--- src/rtl/seg_scan_ctrl.sv ---
// Scan controller for a 4-digit seven-segment display: one nibble per slot into a shared
// decoder, active-low anodes with an anode-off guard, frame-aligned bank select and edit blinking.
module seg_scan_ctrl #(
  parameter int SCAN_DIV     = 100000,
  parameter int GUARD_CYC    = 4,
  parameter int BLINK_FRAMES = 128
) (
  input  logic        clk,
  input  logic        reset,
  input  logic [15:0] time_digits,
  input  logic [15:0] alarm_digits,
  input  logic        alarm_sel,
  input  logic        set_mode,
  input  logic        set_field,
  output logic [3:0]  digit_out,
  output logic [3:0]  an,
  output logic        dp_out,
  output logic        src_is_alarm,
  output logic        frame_done
);

  localparam int PW    = $clog2(SCAN_DIV);
  localparam int GW    = (GUARD_CYC > 1) ? $clog2(GUARD_CYC) : 1;
  localparam int GLAST = (GUARD_CYC > 0) ? GUARD_CYC - 1 : 0;
  localparam int BW    = (BLINK_FRAMES > 1) ? $clog2(BLINK_FRAMES) : 1;
  localparam int BLAST = BLINK_FRAMES - 1;

  typedef enum logic {GUARD = 1'b0, DRIVE = 1'b1} state_t;

  state_t          state, stateNext;
  logic [PW-1:0]   prescale;
  logic [1:0]      idx, idxNext;
  logic [GW-1:0]   guardCnt, guardCntNext;
  logic [BW-1:0]   blinkCnt, blinkCntNext;
  logic            blinkPhase, blinkPhaseNext;
  logic            srcNext;
  logic            tick, frameEnd;
  logic [15:0]     bank;
  logic            blank;
  logic [3:0]      digitNext, anNext;
  logic            dpNext;

  assign tick     = (prescale == PW'(SCAN_DIV - 1));
  assign frameEnd = tick && (idx == 2'd3);

  // State register: all outputs are registered so the anodes never glitch.
  always_ff @(posedge clk or posedge reset) begin
    if (reset) begin
      prescale     <= '0;
      idx          <= '0;
      guardCnt     <= '0;
      state        <= GUARD;
      blinkCnt     <= '0;
      blinkPhase   <= 1'b0;
      src_is_alarm <= 1'b0;
      frame_done   <= 1'b0;
      an           <= 4'b1111;
      digit_out    <= 4'h0;
      dp_out       <= 1'b1;
    end else begin
      prescale     <= tick ? '0 : prescale + PW'(1);
      idx          <= idxNext;
      guardCnt     <= guardCntNext;
      state        <= stateNext;
      blinkCnt     <= blinkCntNext;
      blinkPhase   <= blinkPhaseNext;
      src_is_alarm <= srcNext;
      frame_done   <= frameEnd;
      an           <= anNext;
      digit_out    <= digitNext;
      dp_out       <= dpNext;
    end
  end

  // Next-state: slot sequencing, guard timing, frame-aligned bank and blink state.
  always_comb begin
    idxNext        = tick ? idx + 2'd1 : idx;
    srcNext        = frameEnd ? alarm_sel : src_is_alarm;
    stateNext      = state;
    guardCntNext   = guardCnt;
    blinkCntNext   = blinkCnt;
    blinkPhaseNext = blinkPhase;

    if (tick) begin
      guardCntNext = '0;
      stateNext    = (GUARD_CYC == 0) ? DRIVE : GUARD;
    end else if (state == GUARD) begin
      if (GUARD_CYC == 0 || guardCnt == GW'(GLAST))
        stateNext = DRIVE;
      else
        guardCntNext = guardCnt + GW'(1);
    end

    if (!set_mode) begin
      blinkCntNext   = '0;
      blinkPhaseNext = 1'b0;
    end else if (frameEnd) begin
      if (blinkCnt == BW'(BLAST)) begin
        blinkCntNext   = '0;
        blinkPhaseNext = ~blinkPhase;
      end else begin
        blinkCntNext = blinkCnt + BW'(1);
      end
    end
  end

  // Outputs are computed from next-state values so they line up with the slot they belong to.
  always_comb begin
    bank      = srcNext ? alarm_digits : time_digits;
    digitNext = bank[{idxNext, 2'b00} +: 4];
    blank     = set_mode && blinkPhaseNext && (idxNext[1] == set_field);
    anNext    = 4'b1111;
    if (stateNext == DRIVE && !blank)
      anNext[idxNext] = 1'b0;
    dpNext    = !(stateNext == DRIVE && idxNext == 2'd2 && srcNext);
  end

endmodule

--- config.mk ---
export PLATFORM = sky130hd
export DESIGN_NAME = seg_scan_ctrl
export DESIGN_NICKNAME = d
export VERILOG_FILES = /design/src/rtl/seg_scan_ctrl.sv
export SDC_FILE = /design/constraint.sdc
export NUM_CORES = 1
export LEC_CHECK = 0
export ABC_AREA = 1
export CAP_MARGIN = 5
export CORE_MARGIN = 5
export CORE_UTILIZATION = 47
export DETAILED_ROUTE_END_ITERATION = 10
export GPL_TIMING_DRIVEN = 0
export PLACE_DENSITY = 0.84
export SYNTH_ARGS = -nofsm -noshare
export SYNTH_HDL_FRONTEND = slang
export SYNTH_SLANG_ARGS = --single-unit
export TNS_END_PERCENT = 5
--- constraint.sdc ---
create_clock -name clk -period 1.9 [get_ports clk]
set_clock_uncertainty 0.15 [all_clocks]
set_input_delay 0.19 -clock clk [delete_from_list [all_inputs] [get_ports clk]]
set_output_delay 0.19 -clock clk [all_outputs]
set_load 0.01 [all_outputs]
# --- Word-level counts from Yosys, hierarchy flattened ---
# Index checks and enable logic that the tools add are counted.
word_totals:
  ff_bits: 41
  latchBits: 0
  ram_bits: 0
  romBits: 0
  n_memories: 0
classes:
  n_addsub: 4
  n_mul: 0
  n_div: 0
  order_cmp: 2
  eq_ne: 9
  shift: 1
  n_mux: 19
  bitwise: 2
  reduce_logical: 10
op_table:
  columns: ["cell", "n"]
  rows:
  - ["2-to-1 mux 7 bit", 3]
  - ["adder 17 x 1 -> 17 bit, second input constant", 1]
  - ["equality test 17 bit, second input constant", 1]
  - ["2-to-1 mux 17 bit", 1]
  - ["2-to-1 mux 16 bit", 1]
  - ["variable part select 16 x 5 -> 4 bit", 1]
  - ["2-to-1 mux 1 bit", 8]
  - ["2-to-1 mux 2 bit", 4]
  - ["adder 7 x 1 -> 7 bit, second input constant", 1]
  - ["equality test 7 bit, second input constant", 1]
  - ["logical AND 1 bit", 7]
  - ["equality test 2 bit, second input constant", 3]
  - ["adder 2 x 1 -> 2 bit, second input constant", 2]
  - ["2-to-1 mux 4 bit", 1]
  - ["inequality test 2 x 1 -> 1 bit, second input constant", 2]
  - ["inverter 4 bit", 1]
  - ["less-than comparator 2 x 3 -> 1 bit, second input constant", 1]
  - ["demux 1 bit (select 2 bit)", 1]
  - [">= comparator 2 x 1 -> 1 bit, second input constant", 1]
  - ["zero test 1 bit", 2]
  - ["inequality test 2 bit, second input constant", 1]
  - ["AND reduction 2 bit", 1]
  - ["equality test 1 bit", 1]
  - ["inverter 1 bit", 1]

# --- Logic depth before layout (Yosys ltp) ---
# Gate-level depths: netlist of run 1.
depth:
  word_depth: 9
  depth_mapped: 14
  mapped_depth_nobuf: 13

# --- Worst setup path before layout of run 1 ---
# OpenSTA, ideal clock, no wires.
synth_path:
  kind: "reg2reg"
  start: "reg prescale[0]"
  end: "reg digit_out[1]"
  setup_time_ps: 117
  arrival_ps: 1601
  t_required_ps: 1633
  slack_ps: 32
  stages_incl_launch_ff: 14
  path_buffers: 1
  cell_sequence: "dfrtp_1 ha_1 nand3_2 inv_2 nand2_2 nor2_8 nand3_4 nand2_4 buf_4 nand3_1 nand3_1 nand2_1 nand2_1 nand2_1"
synth_between:
  elab_chain_cells: 5
synth_rtl:
  columns: ["element", "line_no", "text"]
  rows:
  - ["start, declared", "31", "logic [PW-1:0] prescale;"]
  - ["start signal, assigned", "61", "prescale <= tick ? '0 : prescale + PW'(1);"]
  - ["equality test 17 bit *", "43", "assign tick = (prescale == PW'(SCAN_DIV - 1));"]
  - ["logical AND 1 bit", "44", "assign frameEnd = tick && (idx == 2'd3);"]
  - ["2-to-1 mux 1 bit", "78", "srcNext = frameEnd ? alarm_sel : src_is_alarm;"]
  - ["2-to-1 mux 16 bit", "109", "bank = srcNext ? alarm_digits : time_digits;"]
  - ["variable part select 16 x 5 -> 4 bit *", "110", "digitNext = bank[{idxNext, 2'b00} +: 4];"]
  - ["via digitNext[1]", "40", "logic [3:0] digitNext, anNext;"]
  - ["end signal, assigned", "70", "digit_out <= digitNext;"]
  - ["end, declared", "15", "output logic [3:0] digit_out,"]
# Mark *: on every way through the listed nets, which the timed path passes. The rest lies on a longest branch.
# A chain may end at the register's enable or synchronous reset.

# --- Worst setup path in the final report of run 1 ---
layout_path:
  start: "reg prescale[1]"
  end: "reg digit_out[1]"
# The elaborated chain is that of the path after synthesis.

==> flow_metrics.py, run 1 <==
metrics = {
    "global_routing": {
        "gr-usage-all-layers_pct": 19.8,
        "grt_max_degree": 42,
        "overflow": 0,
        "grt_pass1_vias": 2409,
        "grt_pass1_wl_um": 10300,
        "antenna_found_initial": 0,
    },
    "placed_design": {
        "port_buffers": 47,
        "place_ws_ns": -0.227,
        "dpl_cell_area_um2": 3020,
        "gp_congestion": 0.854,
        "placedCellCount": 446,
        "hpwl_um": 4020,
    },
    "clock_network": {
        "clk_pin_slew_ns": 0.08,
        "cts_buffer_depth": 2,
        "cts_made_buffers": 5,
        "clock_sinks": 41,
        "htreeDepth": 2,
        "cts_root_buf": "clkbuf_8",
        "cts_tree": "built",
        "clk_latency_ns": 0.30,
    },
    "route": {
        "viasPerCell": 5.14,
        "first_pass_iters": 5,
        "ant_nets": 0,
        "drtIter0Drc": 183,
        "drc": 0,
        "wl_per_cell_um": 13.8,
        "vias": 2404,
        "routed_wl_um": 6450,
    },
    "sta": {
        "finalCriticalPeriod_ns": 2.01,
        "relSlewSlack_pct": 43.0,
        "max_freq_ghz": 0.498,
        "hold_violations": 0,
        "fin_ws_ns": -0.109,
        "tightest_slew_ns": 0.854,
        "final_max_slew_viol_count": 0,
        "setup_violations": 7,
        "rsz0062_at_grt": "yes",
        "hold_ws_ns": 0.228,
        "fin_crit_sh_pct": 106,
    },
    "final_layout": {
        "fin_area_um2": 3460,
        "syn_to_final_growth_pct": 40.4,
        "drive_above_1_share_pct": 23.4,
        "fin_util_pct": 67.7,
        "fill_cells": 347,
        "nNetsFinal": 438,
        "n_antenna_cell": 0,
        "final_cells": 468,
    },
    "floorplan": {
        "pin_count": 48,
        "die_x_um": 82.4,
        "core_um2": 5110,
        "die_area_um2": 6790,
        "die_height_um": 82.4,
        "rows": 26,
        "initial_core_util_pct": 48.2,
    },
    "critical_path": {
        "cp.required_ns": 2.00,
        "crit_path_start_kind": "flop",
        "critical_path.startpoint": "prescale[1]$_DFF_PP0_",
        "critPathKind": "flop to flop",
        "worst_setup_path_end_kind": "flop",
        "r2r_end": "digit_out[1]$_DFF_PP0_",
        "cp.arrival_ns": 2.11,
        "reg2reg_depth": 14,
        "cp_max_fo": 6,
        "timing.rr.start": "prescale[1]$_DFF_PP0_",
        "r2r_slack_ns": -0.11,
    },
    "logic_synthesis": {
        "synth_edf_count": 0,
        "ys_warn_count": 0,
        "synthesis.nets": 370,
        "synthFlopType": "dfrtp_1",
        "ys_seq_area_share_pct": 41.9,
        "async_flop_share_pct": 100,
        "syn-cell-area_um2": 2460,
        "synth_top_cell_by_area": "dfrtp_1",
        "avgSynthCellArea_um2": 7.48,
        "synth.distinct_cells": 32,
        "syn-instance-count": 329,
        "synth_seq_cells": 41,
        "yosys-top-cells-area": "dfrtp_1, nand2_1, nand3_1",
        "synth_top_area_share_pct": 36.6,
    },
    "status": {
        "outcome": "complete, but fails checks",
        "violations": "negative setup slack",
    },
    "hold_path": {
        "hold_path_class": "primary input to asynchronous set/reset pin",
    },
    "pwr": {
        "netSwitchingFraction_pct": 22.6,
        "p_int_mw": 1.36,
        "combPwrFrac_pct": 8.9,
        "clockPowerShare_pct": 41.2,
        "p_leak_nw": 1.70,
        "seq_power_share_pct": 50.0,
        "power.switching_uw": 397,
        "powerDensity_nw_per_um2": 508,
        "peakVddDrop_mv": 0.409,
    },
    "job": {
        "maxCapViolCount": 0,
    },
}
## cells by family after synthesis
family | Yosys count | synth area share (%)
compound gates | 24 | 5.03
simple gates | 185 | 37.9
fa+ha+maj | 4 | 2.03
buf+inv | 70 | 11.3
flops | 41 | 41.9
xor+xnor | 5 | 1.78
## cell usage in the layout, fill, tap and decap left out, drive strengths merged
| master | synthesis | routed |
|---|---|---|
| a21oi | 12 | 12 |
| a31oi | 1 | 1 |
| and3 | 1 | 1 |
| buf | 4 | 18 |
| bufinv | 0 | 1 |
| clkbuf | 0 | 5 |
| clkdlybuf4s50 | 0 | 47 |
| clkinv | 0 | 1 |
| clkinvlp | 0 | 1 |
| dfrtp | 36 | 36 |
| dfstp | 5 | 5 |
| ha | 4 | 4 |
| inv | 66 | 66 |
| nand2 | 78 | 78 |
| nand3 | 51 | 51 |
| nand3b | 5 | 5 |
| nand4 | 5 | 5 |
| nor2 | 37 | 37 |
| nor3 | 7 | 7 |
| nor4 | 1 | 1 |
| o21a | 1 | 1 |
| o21ai | 10 | 10 |
| xnor2 | 2 | 2 |
| xor2 | 3 | 3 |
## metal layers
metal  wire [um]  vias up  GRT usage [%]
met5           0        -              0
met4         174        0           8.80
met3         413       16           4.45
met2        3360       86           36.0
met1        2510     1134           21.9
li1            -     1168              -
## final cells by class
type | instances | area (um^2) | share of cell area, %
clock buffer | 5 | 68.8 | 1.99
multi-input combinational | 218 | 1330 | 38.4
sequential | 41 | 1030 | 29.9
tap | 70 | 87.6 | 2.53
clock inverter | 3 | 46.3 | 1.34
buffer | 4 | 38.8 | 1.12
timing repair buffer | 61 | 607 | 17.5
inverter | 66 | 250 | 7.24
## worst max-delay path by stage
stage | cells after the start | slack, ns | end
detailed placement | 13 | -0.23 | digit_out[1]$_DFF_PP0_
global route | 11 | -0.23 | digit_out[3]$_DFF_PP0_
finish | 14 | -0.11 | digit_out[1]$_DFF_PP0_
CTS | 13 | -0.11 | digit_out[3]$_DFF_PP0_
floorplan | 13 | 0.03 | digit_out[1]$_DFF_PP0_
global placement | 2 | -0.23 | prescale[15]$_DFF_PP0_
## flip-flops by register name, summed over array words and instances (netlist names)
name	flops
guardCnt	2
state	1
src_is_alarm	1
frame_done	1
digit_out	4
prescale	17
dp_out	1
blinkCnt	7
idx	2
an	4
blinkPhase	1
## synth_stat cells (4+ instances only)
master and number:
nand2_1 68, inv_1 59, nand3_1 47, dfrtp_1 36
nor2_1 33, a21oi_1 12, inv_2 7, nand2_2 7
o21ai_0 7, dfstp_2 5, nand3b_1 5, nor3_1 5
ha_1 4, nand4_1 4
## metrics by stage
stage,setup TNS [ns],power (mW)
6_report,-0.355,1.76
2_1_floorplan,0,0.946
5_1_grt,-2.23,1.82
4_1_cts,-0.681,1.75
3_3_place_gp,-9.50,1.04
3_5_place_dp,-2.12,1.04
## critical path: stages, from the launching register on
cell     delay, ns
dfrtp_1       0.40
ha_4          0.16
nand3_4       0.13
inv_4         0.11
nand2_4       0.06
nor2_8        0.13
nand3_4       0.13
nand2_8       0.13
nand2_8       0.08
buf_6         0.14
nand2_2       0.06
nand3_2       0.06
nand2_1       0.09
nand2_1       0.06
nand2_1       0.06
## repair_timing
action	CTS	global route
hold buffers	0	0
cloned	2	0
pin swaps	11	11
setup buffers	11	1
resized for setup	32	20
endpoints found under the setup margin	18	23
## power by group through the flow
stage | registers (mW) | logic, mW | clock network (mW)
final | 0.878 | 0.156 | 0.723
after global routing | 0.879 | 0.172 | 0.764
after CTS | 0.878 | 0.151 | 0.724
after detailed placement | 0.895 | 0.147 | 0
after global placement | 0.895 | 0.145 | 0
after floorplan | 0.897 | 0.0493 | 0
No activity file was read; power rests on OpenSTA's default activity.
==> run 2: changes to the inputs <==
--- a/config.mk
+++ b/config.mk
@@ -6,12 +6,13 @@
 export NUM_CORES = 1
 export LEC_CHECK = 0
 export ABC_AREA = 1
-export CAP_MARGIN = 5
+export CAP_MARGIN = 15
 export CORE_MARGIN = 5
 export CORE_UTILIZATION = 47
 export DETAILED_ROUTE_END_ITERATION = 10
 export GPL_TIMING_DRIVEN = 0
 export PLACE_DENSITY = 0.84
+export SLEW_MARGIN = 30
 export SYNTH_ARGS = -nofsm -noshare
 export SYNTH_HDL_FRONTEND = slang
 export SYNTH_SLANG_ARGS = --single-unit
==> run 2 against run 1 <==
Compared with the run above:
- setup slack improved by 0.0040 ns
- sequential share of layout area is 0.39 points higher
- wire length shrank 8.0%
- worst hold slack got worse by 0.16 ns
- via count shrank 3.1%
- combinational power about the same
- non-clock buffer count rose by 1
- clock-buffer cell count stayed put
- the run still ends with negative setup slack left
==> flow_metrics.py, run 2 (same netlist as run 1, synthesis figures left out) <==
metrics = {
    "global_routing": {
        "grt_pass1_vias": 2408,
        "overflow": 0,
        "gr-usage-all-layers_pct": 19.0,
        "grt_max_degree": 23,
        "antenna_found_initial": 0,
        "grt_pass1_wl_um": 10000,
    },
    "sta": {
        "finalCriticalPeriod_ns": 2.01,
        "fin_ws_ns": -0.105,
        "setup_violations": 6,
        "rsz0062_at_grt": "yes",
        "fin_crit_sh_pct": 106,
        "final_max_slew_viol_count": 0,
        "tightest_slew_ns": 0.445,
        "hold_violations": 0,
        "relSlewSlack_pct": 70.3,
        "max_freq_ghz": 0.499,
        "hold_ws_ns": 0.0638,
        "setup_tns_ns": -0.392,
    },
    "route": {
        "vias": 2330,
        "first_pass_iters": 4,
        "viasPerCell": 4.97,
        "drc": 0,
        "wl_met2_um": 2990,
        "wl_met3_um": 358,
        "routed_wl_um": 5940,
        "ant_nets": 0,
        "highest_layer": "met4",
        "drtIter0Drc": 168,
        "wl_per_cell_um": 12.7,
        "drt-met1-wl_um": 2510,
    },
    "critical_path": {
        "slowest_delay_ns": 0.41,
        "cp.arrival_ns": 2.06,
        "r2r_end": "digit_out[3]$_DFF_PP0_",
        "critPathCapture": "digit_out[3]$_DFF_PP0_",
        "reg2reg_depth": 13,
        "crit_chain": "ha_4, nand3_4, inv_4, nand2_4, nor2_8, nand3_4, nand2_4, buf_4, nand3b_1, nand3_2, nand2_1, inv_1, nand2_1",
        "r2r_slack_ns": -0.11,
        "worst_setup_path_end_kind": "flop",
        "timing.rr.start": "prescale[1]$_DFF_PP0_",
        "cp_slowest_cell": "dfrtp_1",
        "cp_max_fo": 4,
        "critical_path.startpoint": "prescale[1]$_DFF_PP0_",
        "critPathKind": "flop to flop",
        "crit_path_start_kind": "flop",
        "cp.required_ns": 1.95,
    },
    "final_layout": {
        "largest_reg_flops": 17,
        "fin_util_pct": 66.8,
        "drive_above_1_share_pct": 21.1,
        "nNetsFinal": 439,
        "n_antenna_cell": 0,
        "top_regs": "prescale x17, blinkCnt x7",
        "fill_cells": 373,
        "syn_to_final_growth_pct": 38.6,
        "final_common_cell": "nand2_1",
        "final_cell_mix": "nand2_1, inv_1, clkdlybuf4s50_1",
        "regMostFlops": "prescale",
    },
    "status": {
        "outcome": "complete, but fails checks",
        "violations": "negative setup slack",
    },
    "floorplan": {
        "initial_core_util_pct": 48.2,
        "die_area_um2": 6790,
        "die_height_um": 82.4,
        "pin_count": 48,
        "rows": 26,
        "die_x_um": 82.4,
        "core_um2": 5110,
    },
    "pwr": {
        "peakVddDrop_mv": 0.248,
        "power.switching_uw": 396,
        "powerDensity_nw_per_um2": 516,
        "seq_power_share_pct": 49.8,
        "netSwitchingFraction_pct": 22.5,
        "p_leak_nw": 1.68,
        "clockPowerShare_pct": 41.2,
        "combPwrFrac_pct": 9.0,
        "p_int_mw": 1.37,
    },
    "hold_path": {
        "hold_path_class": "primary input to asynchronous set/reset pin",
    },
    "placed_design": {
        "gp_congestion": 0.854,
        "port_buffers": 47,
        "hpwl_um": 4050,
    },
    "clock_network": {
        "cts_buffer_depth": 2,
        "cts_tree": "built",
        "clk_latency_ns": 0.30,
        "cts_made_buffers": 5,
        "clk_pin_slew_ns": 0.08,
        "htreeDepth": 2,
        "hold_buffers": 0,
        "cts_root_buf": "clkbuf_8",
        "clock_sinks": 41,
    },
    "job": {
        "maxCapViolCount": 0,
    },
}
[run 2: repair_timing]
action,4_1_cts,5_1_grt
endpoints found under the setup margin,16,23
gates resized for setup,23,16
buffers inserted,12,2
pin swaps,7,5
[run 2: worst min-delay path by stage]
stage | start | end | slack [ns] | cells past startpoint
floorplan | set_mode | blinkPhase$_DFF_PP0_ | 0.18 | 2
global placement | prescale[0]$_DFF_PP0_ | prescale[0]$_DFF_PP0_ | 0.30 | 1
detailed placement | prescale[0]$_DFF_PP0_ | prescale[0]$_DFF_PP0_ | 0.31 | 1
CTS | reset | guardCnt[1]$_DFFE_PP0P_ | 0.08 | 2
global route | reset | frame_done$_DFF_PP0_ | 0.13 | 2
finish | reset | guardCnt[0]$_DFFE_PP0P_ | 0.06 | 2
[run 2: worst max-delay path: cells and delay by family (launching register included)]
family,cells,cell delay [ns]
adders and majority gates,1,0.17
DFF,1,0.41
buffers and inverters,3,0.28
and+or+nand+nor,9,0.89
[run 2: power groups by stage]
stage | Sequential (mW) | Clock, mW | Combinational, mW
after floorplan | 0.897 | 0 | 0.0493
after global placement | 0.895 | 0 | 0.145
after detailed placement | 0.895 | 0 | 0.154
after CTS | 0.878 | 0.727 | 0.158
after global routing | 0.879 | 0.769 | 0.176
final | 0.878 | 0.726 | 0.158
[run 2: routing by layer]
layer  vias up  track usage (%)
met5         -                0
met4         0             7.48
met3         7             4.77
met2        75             33.4
met1      1072             22.1
li1       1176                -
[run 2: final cells by class]
type / instances / area, um^2 / share of cell area (%)
Multi-Input combinational cell: 218 / 1280 / 37.5
Sequential cell: 41 / 1030 / 30.3
Timing Repair Buffer: 62 / 611 / 17.9
Inverter: 66 / 253 / 7.40
Tap cell: 70 / 87.6 / 2.57
Clock buffer: 5 / 68.8 / 2.02
Clock inverter: 3 / 46.3 / 1.36
Buffer: 4 / 35.0 / 1.03
[run 2: per-stage QoR]
step	cell area [um^2]	setup WS [ns]	total power [mW]	std cells
after CTS	3330	-0.0830	1.76	467
after detailed placement	3050	-0.208	1.05	447
final	3410	-0.105	1.76	469
after floorplan	2460	0.0319	0.946	329
after global placement	3020	-0.230	1.04	446
after global routing	3410	-0.233	1.82	469
==> run 3: changes to the inputs <==
--- a/config.mk
+++ b/config.mk
@@ -8,10 +8,10 @@
 export ABC_AREA = 1
 export CAP_MARGIN = 15
 export CORE_MARGIN = 5
-export CORE_UTILIZATION = 47
+export CORE_UTILIZATION = 55
 export DETAILED_ROUTE_END_ITERATION = 10
 export GPL_TIMING_DRIVEN = 0
-export PLACE_DENSITY = 0.84
+export PLACE_DENSITY = 0.92
 export SLEW_MARGIN = 30
 export SYNTH_ARGS = -nofsm -noshare
 export SYNTH_HDL_FRONTEND = slang
==> constraint.sdc (replaced) <==
create_clock -name clk -period 2.5 [get_ports clk]
set_clock_uncertainty 0.15 [all_clocks]
set_input_delay 0.25 -clock clk [delete_from_list [all_inputs] [get_ports clk]]
set_output_delay 0.25 -clock clk [all_outputs]
set_load 0.01 [all_outputs]
==> run 3 against run 2 <==
Compared with the run above:
- the flow now finishes without violations
- wire length shrank 7.8%
- global-route usage grew 0.54 points
- via count shrank 1.1%
- combinational power shrank 27%
- clock-buffer cell count grew 1
- register-to-register slack gained 0.45 ns
- setup slack gained 0.45 ns
- first-iteration DRC count shrank 11%
- core utilization grew 4.9 points
- highest routed layer unchanged
- sequential power shrank 24%
- die area shrank 13%
- critical endpoint is now digit_out[0]$_DFF_PP0_
- clock power shrank 37%
==> flow_metrics.py, run 3 (same netlist as run 1, synthesis figures left out) <==
metrics = {
    "status": {
        "outcome": "finished, final reports clean",
    },
    "route": {
        "first_pass_iters": 4,
        "drtIter0Drc": 149,
        "highest_layer": "met4",
        "viasPerCell": 5.27,
        "wl_met3_um": 434,
        "wl_per_cell_um": 12.5,
        "vias": 2305,
        "ant_nets": 0,
        "routed_wl_um": 5470,
        "drc": 0,
        "wl_met2_um": 2710,
        "drt-met1-wl_um": 2170,
    },
    "clock_network": {
        "clock_sinks": 41,
        "htreeDepth": 2,
        "cts_made_buffers": 5,
        "clk_latency_ns": 0.30,
        "cts_buffer_depth": 2,
        "cts_setup_buffers": 0,
        "cts_resized": 0,
        "clk_pin_slew_ns": 0.08,
        "hold_buffers": 0,
        "cts_tree": "built",
        "cts_root_buf": "clkbuf_8",
    },
    "floorplan": {
        "die_x_um": 76.9,
        "initial_core_util_pct": 56.6,
        "rows": 24,
        "core_um2": 4350,
        "die_height_um": 76.9,
        "die_area_um2": 5920,
        "pin_count": 48,
    },
    "global_routing": {
        "antenna_found_initial": 0,
        "grt_pass1_vias": 2263,
        "grt_pass1_wl_um": 9540,
        "gr-usage-all-layers_pct": 19.6,
        "overflow": 0,
        "grt_max_degree": 26,
    },
    "critical_path": {
        "cp.required_ns": 2.53,
        "crit_path_start_kind": "flop",
        "cp_max_fo": 10,
        "worst_setup_path_end_kind": "flop",
        "cp.arrival_ns": 2.19,
        "r2r_slack_ns": 0.35,
        "critPathKind": "flop to flop",
    },
    "sta": {
        "setup_violations": 0,
        "rsz0062_at_grt": "no",
        "finalCriticalPeriod_ns": 2.15,
        "final_max_slew_viol_count": 0,
        "hold_violations": 0,
        "relSlewSlack_pct": 68.2,
        "fin_crit_sh_pct": 86.1,
        "max_freq_ghz": 0.464,
        "tightest_slew_ns": 0.473,
        "setup_tns_ns": 0,
    },
    "final_layout": {
        "final_cells": 437,
        "fill_cells": 307,
        "multiInputGateArea_um2": 1150,
        "n_antenna_cell": 0,
        "fin_area_um2": 3120,
        "top_regs": "prescale x17, blinkCnt x7",
        "syn_to_final_growth_pct": 26.8,
        "nNetsFinal": 425,
        "largest_reg_flops": 17,
        "drive_above_1_share_pct": 12.2,
        "regArea_um2": 1030,
        "final_common_cell": "nand2_1",
        "regMostFlops": "prescale",
        "fin_util_pct": 71.7,
        "final_cell_mix": "nand2_1, inv_1, nand3_1, clkdlybuf4s50_1, dfrtp_1",
    },
    "pwr": {
        "p_total_mw": 1.24,
        "powerDensity_nw_per_um2": 397,
        "peakVddDrop_mv": 0.205,
        "p_leak_nw": 1.58,
    },
    "hold_path": {
        "hold_path_class": "primary input to asynchronous set/reset pin",
    },
    "job": {
        "maxCapViolCount": 0,
    },
    "placed_design": {
        "dpl_cell_area_um2": 3030,
        "gp_congestion": 0.906,
        "placedCellCount": 429,
        "hpwl_um": 4320,
        "port_buffers": 47,
    },
}
run 3: changes by cell type in the layout (fill, tap and decap cells not counted), moves of 3 or more:
| cell | change |
|---|---|
| nor2_4 | -6 |
| nor2_1 | +9 |
| nand3_1 | +3 |
| nand2_1 | +6 |
| nand2_2 | -4 |
| nor2_2 | -3 |
| buf_6 | -3 |
| buf_4 | -11 |
run 3: final timing paths:
path | cells past startpoint | end | startpoint
setup / recovery | 13 | digit_out[0]$_DFF_PP0_ | prescale[0]$_DFF_PP0_
hold reg to reg | 1 | prescale[0]$_DFF_PP0_ | prescale[0]$_DFF_PP0_
max in group asynchronous | 3 | an[0]$_DFF_PP1_ | reset
setup reg to reg | 13 | digit_out[0]$_DFF_PP0_ | prescale[0]$_DFF_PP0_
hold / removal | 2 | blinkCnt[3]$_DFFE_PP0P_ | reset
min in group clk | 1 | prescale[0]$_DFF_PP0_ | prescale[0]$_DFF_PP0_
run 3: metal layers:
metal | vias up | track usage [%]
li1 | 1153 | -
met4 | 0 | 10.1
met3 | 16 | 5.04
met2 | 97 | 34.6
met5 | - | 0
met1 | 1039 | 21.3
run 3: through the flow:
step	setup WS (ns)	hold WS [ns]
3_3_place_gp	0.340	0.297
3_5_place_dp	0.378	0.310
6_report	0.346	0.108
2_1_floorplan	0.632	0.236
4_1_cts	0.353	0.126
5_1_grt	0.171	0.152
run 3: area by class of cell:
| class | count | share of cell area (%) |
|---|---|---|
| multi-input combinational | 218 | 36.9 |
| sequential | 41 | 33.1 |
| timing repair buffer | 48 | 16.0 |
| inverter | 66 | 7.94 |
| clock buffer | 6 | 2.65 |
| tap | 52 | 2.08 |
| buffer | 4 | 1.00 |
| clock inverter | 2 | 0.441 |
run 3: where the power goes:
part	switching (mW)	internal (mW)	total, mW	leakage, nW
sequential	0.000825	0.666	0.667	0.511
clock	0.232	0.224	0.455	0.0512
combinational	0.0448	0.0716	0.116	1.02
total	0.277	0.962	1.24	1.58
run 3: worst max-delay path, cell delays in order (launching register included):
cell and delay, ns:
dfrtp_1 0.38, ha_1 0.21, nand3_2 0.15, inv_2 0.11, nand2_2 0.09, nor2_8 0.14, nand4_4 0.19, nand2_4 0.18
buf_6 0.15, nand2_1 0.05, nand3_1 0.07, nand2_1 0.05, nand2_1 0.05, nand2_1 0.06
